File: src/rtl/fetch_controller.sv
// Instruction-fetch sequencer: owns the PC, drives instruction_memory and
// presents each fetched word to decode over a registered valid/ready port.
module fetch_controller #(
  parameter logic [31:0] RESET_PC  = 32'd0,
  parameter logic [31:0] LAST_ADDR = 32'd52
) (
  input  logic        clk,
  input  logic        reset,
  input  logic        start,
  output logic [31:0] imem_addr,
  input  logic [31:0] imem_instr,
  output logic        if_valid,
  input  logic        if_ready,
  output logic [31:0] if_instr,
  output logic [31:0] if_pc,
  input  logic        redirect_valid,
  input  logic [31:0] redirect_addr,
  output logic        halted,
  output logic [15:0] fetch_count
);

  typedef enum logic [1:0] {
    S_IDLE  = 2'd0,
    S_FETCH = 2'd1,
    S_VALID = 2'd2,
    S_HALT  = 2'd3
  } state_e;

  state_e      state_q, state_d;
  logic [31:0] pc_q, pc_d;
  logic [31:0] instr_q, instr_d;
  logic [31:0] ipc_q, ipc_d;
  logic [15:0] cnt_q, cnt_d;

  logic        past_end;
  logic [31:0] redir_pc;
  logic [31:0] pc_inc;

  assign past_end = pc_q > LAST_ADDR;
  assign redir_pc = redirect_addr & 32'hFFFF_FFFC;
  assign pc_inc   = pc_q + 32'd4;

  always_ff @(posedge clk or posedge reset) begin
    if (reset) begin
      state_q <= S_IDLE;
      pc_q    <= RESET_PC;
      instr_q <= '0;
      ipc_q   <= '0;
      cnt_q   <= '0;
    end else begin
      state_q <= state_d;
      pc_q    <= pc_d;
      instr_q <= instr_d;
      ipc_q   <= ipc_d;
      cnt_q   <= cnt_d;
    end
  end

  always_comb begin
    state_d = state_q;
    pc_d    = pc_q;
    instr_d = instr_q;
    ipc_d   = ipc_q;
    cnt_d   = cnt_q;
    unique case (state_q)
      S_IDLE: begin
        if (start) state_d = S_FETCH;
      end
      S_FETCH: begin
        if (redirect_valid) begin
          pc_d = redir_pc;
        end else if (past_end) begin
          state_d = S_HALT;
        end else begin
          instr_d = imem_instr;
          ipc_d   = pc_q;
          pc_d    = pc_inc;
          state_d = S_VALID;
        end
      end
      S_VALID: begin
        // redirect wins: the presented word is dropped uncounted
        if (redirect_valid) begin
          pc_d    = redir_pc;
          state_d = S_FETCH;
        end else if (if_ready) begin
          cnt_d = cnt_q + 16'd1;
          if (past_end) begin
            state_d = S_HALT;
          end else begin
            instr_d = imem_instr;
            ipc_d   = pc_q;
            pc_d    = pc_inc;
          end
        end
      end
      S_HALT: begin
        if (redirect_valid) begin
          pc_d    = redir_pc;
          state_d = S_FETCH;
        end
      end
      default: state_d = S_IDLE;
    endcase
  end

  assign imem_addr   = pc_q;
  assign if_valid    = (state_q == S_VALID);
  assign halted      = (state_q == S_HALT);
  assign if_instr    = instr_q;
  assign if_pc       = ipc_q;
  assign fetch_count = cnt_q;

endmodule

File: config.mk
export PLATFORM = sky130hd
export DESIGN_NAME = fetch_controller
export DESIGN_NICKNAME = d
export VERILOG_FILES = /design/src/rtl/fetch_controller.sv
export SDC_FILE = /design/constraint.sdc
export NUM_CORES = 1
export LEC_CHECK = 0
export ABC_AREA = 1
export CORE_MARGIN = 10
export CORE_UTILIZATION = 40
export DETAILED_ROUTE_END_ITERATION = 6
export GPL_ROUTABILITY_DRIVEN = 0
export PLACE_DENSITY = 0.71
export SYNTH_ARGS = -nofsm -noshare
export SYNTH_HDL_FRONTEND = slang
export SYNTH_SLANG_ARGS = --single-unit
File: constraint.sdc
create_clock -name clk -period 7.6 [get_ports clk]
set_input_delay 1.52 -clock clk [delete_from_list [all_inputs] [get_ports clk]]
set_output_delay 1.52 -clock clk [all_outputs]
set_load 0.01 [all_outputs]
==> qor.yml <==
status:
  status: "complete, no violations"
power:
  power_per_cell_area_mw_per_mm2: 252.1
  ir_drop_mv: 0.1555
  leakagePower_nw: 3.846
yosys:
  synth_top_family_by_area: "simple AND/OR/NAND/NOR gates"
  synth_xor_xnor_area_share: 0.03038
  syn-cell-area_mm2: 0.005767
  synth-seq-cells: 110
  synth_edf_count: 0
  ys_warn_count: 0
  muxShareOfSynthArea: 0
  synthAdderAreaFrac: 0.01736
  synth_compound_area_frac: 0.03623
  yosys.area_share.simple: 0.3519
  syn-instance-count: 782
  ys.flop_type: "dfrtp_1"
  ys_types: 32
  synth_seq_area_share: 0.4773
  synthArstFlopShare: 1.000
  avgSynthCellArea_um2: 7.374
timing:
  setup_violations: 0
  finalMaxSlewViolations: 0
  tightest_slew_ns: 0.9690
  grt_setup_unrepaired: "false"
  period_needed_ns: 3.337
  fmax_mhz: 299.6
  fin_crit_sh: 0.4391
  hold_viol_final: 0
  fin_hold_ws_ns: 0.4802
  fin_tns_setup_ns: 0
  slew_headroom: 0.3530
  worst_clock_skew_ns: 0.01462
hold_path:
  min_path_type: "register to register"
clock_tree:
  clock_latency_ns: 0.35
  htree_levels: 3
  cts_sinks: 110
  clockBufferDepth: 2
  ctsHoldBuffers: 0
  cts_tree: "built"
  postCtsResizedCells: 0
  numCtsBuffers: 9
  root_buffer: "clkbuf_16"
  cts_setup_buffers: 0
  cts.clk_slew.worst_paths_ns: 0.08
detailed_routing:
  vias_per_cell: 4.669
  post_drt_wl_per_cell_um: 14.60
  vias: 5295
  dr_wl_met3_um: 1140
  drtIter0Drc: 436
  routed.top_layer: "met4"
  wl_met1_um: 7089
  drtAntennaViolNets: 0
  dr.pass1.iters: 5
  dr_wl_met2_um: 8058
  wl_um: 16560
  drc: 0
worst_setup_path:
  crit_fanout: 58
  critical_path.top_delay_family: "buffers and inverters"
  worstSetupPathType: "input port to register"
  regToRegSetupSlack_ns: 4.90
  max_stage_delay_ns: 0.76
  cp_common_cell: "nand2_1"
  critPathArrivalTime_ns: 3.63
  slowest_stage: "inv_2"
  path_buf_inv: 3
  worst_setup_path_end_kind: "register"
  start_kind: "input port"
  path_cells: "clkdlybuf4s50_1 > a211oi_1 > nand2_1 > buf_4 > inv_2 > nand2_1 > nand2_1"
  required_ns: 7.89
cells_and_area:
  fill_cells: 1335
  fin_area_mm2: 0.007928
  area_growth_pct: 37.47
  final_nets: 1026
  layout-drive-gt1-share: 0.04927
  antenna_cells: 0
place:
  dpl.hpwl_um: 12550
  dpl_cell_area_mm2: 0.007622
  io_buffer_count: 176
floorplanning:
  start_util: 0.4123
  rows: 43
  die_y_um: 140.1
  dieArea_mm2: 0.01962
  boundaryPins: 183
  die_w_um: 140.1
  fp.coreArea_mm2: 0.01399
global_routing:
  grt_pass1_wl_um: 26210
  grt_overflow: 0
  grt_pass1_vias: 4919
  antenna_found_initial: 0
  grt_max_degree: 66
  grt.total_usage: 0.1630
run:
  drv_cap: 0
[registers in the layout (all words and copies together), names as in the netlist]
name / count
fetch_count: 16
if_instr: 32
if_pc: 30
imem_addr: 30
state_q: 2
[area by class of cell]
type / count / area [um2] / area share
flip-flops and latches: 110 / 2753 / 0.3472
multi-input cells: 562 / 2531 / 0.3193
repair buffers: 179 / 1784 / 0.2251
inverters: 87 / 329.1 / 0.04151
clock buffers: 9 / 225.2 / 0.02841
well taps: 180 / 225.2 / 0.02841
clock inverters: 7 / 80.08 / 0.01010
[logic make-up after synthesis]
logic type | after synthesis
simple gates | 492
buf+inv | 113
flops | 110
compound gates | 38
xor+xnor | 20
fa+ha+maj | 8
other cells | 1
[path summary, 6_finish.rpt]
check,endpoint,from,depth (start not counted)
worst max-delay path,if_instr[6]$_DFFE_PP0P_,redirect_valid,7
worst min-delay path,if_instr[7]$_DFFE_PP0P_,if_instr[7]$_DFFE_PP0P_,2
worst max register to register,if_instr[6]$_DFFE_PP0P_,imem_addr[2]$_DFFE_PP0P_,13
worst min register to register,if_instr[7]$_DFFE_PP0P_,if_instr[7]$_DFFE_PP0P_,2
max in group asynchronous,imem_addr[3]$_DFFE_PP0P_,reset,3
min in group asynchronous,if_instr[28]$_DFFE_PP0P_,reset,2
[report_power, final]
group          switching, mW  internal [mW]  leakage (nW)
clock                  0.237          0.235         0.146
sequential             0.154          0.674          1.34
combinational          0.375          0.324          2.36
[layer usage]
metal  track usage  vias up
met2        0.2593      161
met4       0.05272        0
met1        0.2110     2424
li1              -     2696
met3       0.04226       14
met5             0        -
[through the flow]
step / power, mW / std cells / setup slack [ns] / util
2_1_floorplan: 1.218 / 785 / 3.178 / -
3_3_place_gp: 1.527 / 1118 / 3.908 / 0.5449
3_5_place_dp: 1.538 / 1118 / 3.873 / 0.5449
4_1_cts: 2.018 / 1134 / 4.248 / 0.5667
5_1_grt: 2.147 / 1134 / 4.039 / 0.5667
6_report: 1.999 / 1134 / 4.263 / 0.5667
[Yosys cell counts (5+ instances only)]
library cell,n,area share
buf_4,5,0.0065
buf_6,5,0.0098
clkbuf_1,11,0.0072
dfrtp_1,110,0.48
ha_1,8,0.017
inv_1,85,0.055
nand2_1,317,0.21
nand3_1,38,0.033
nand3_2,10,0.017
nor2_1,103,0.067
o21ai_0,25,0.022
or2_2,10,0.011
xnor2_1,6,0.0091
xor2_1,14,0.021
[worst register-to-register path: stages, from the launching register on]
cell	delay, ns
dfrtp_1	0.45
inv_1	0.18
ha_1	0.17
inv_1	0.03
nand2_1	0.06
nor2_1	0.05
nor2_2	0.12
nand2_1	0.10
nor2_4	0.13
nand2_1	0.06
buf_4	0.26
inv_2	0.78
nand2_1	0.16
nand2_1	0.10
[cell usage in the layout (no fill, tap or decap), types with 6 or more instances in the layout]
master	instances
ha_1	8
inv_1	84
o21ai_0	25
xnor2_1	6
clkbuf_16	9
dfrtp_1	110
nor2_1	102
or2_2	10
clkdlybuf4s50_1	176
nand3_2	10
xor2_1	14
nand2_1	317
nand3_1	38
Power figures use the tool's default switching activity.
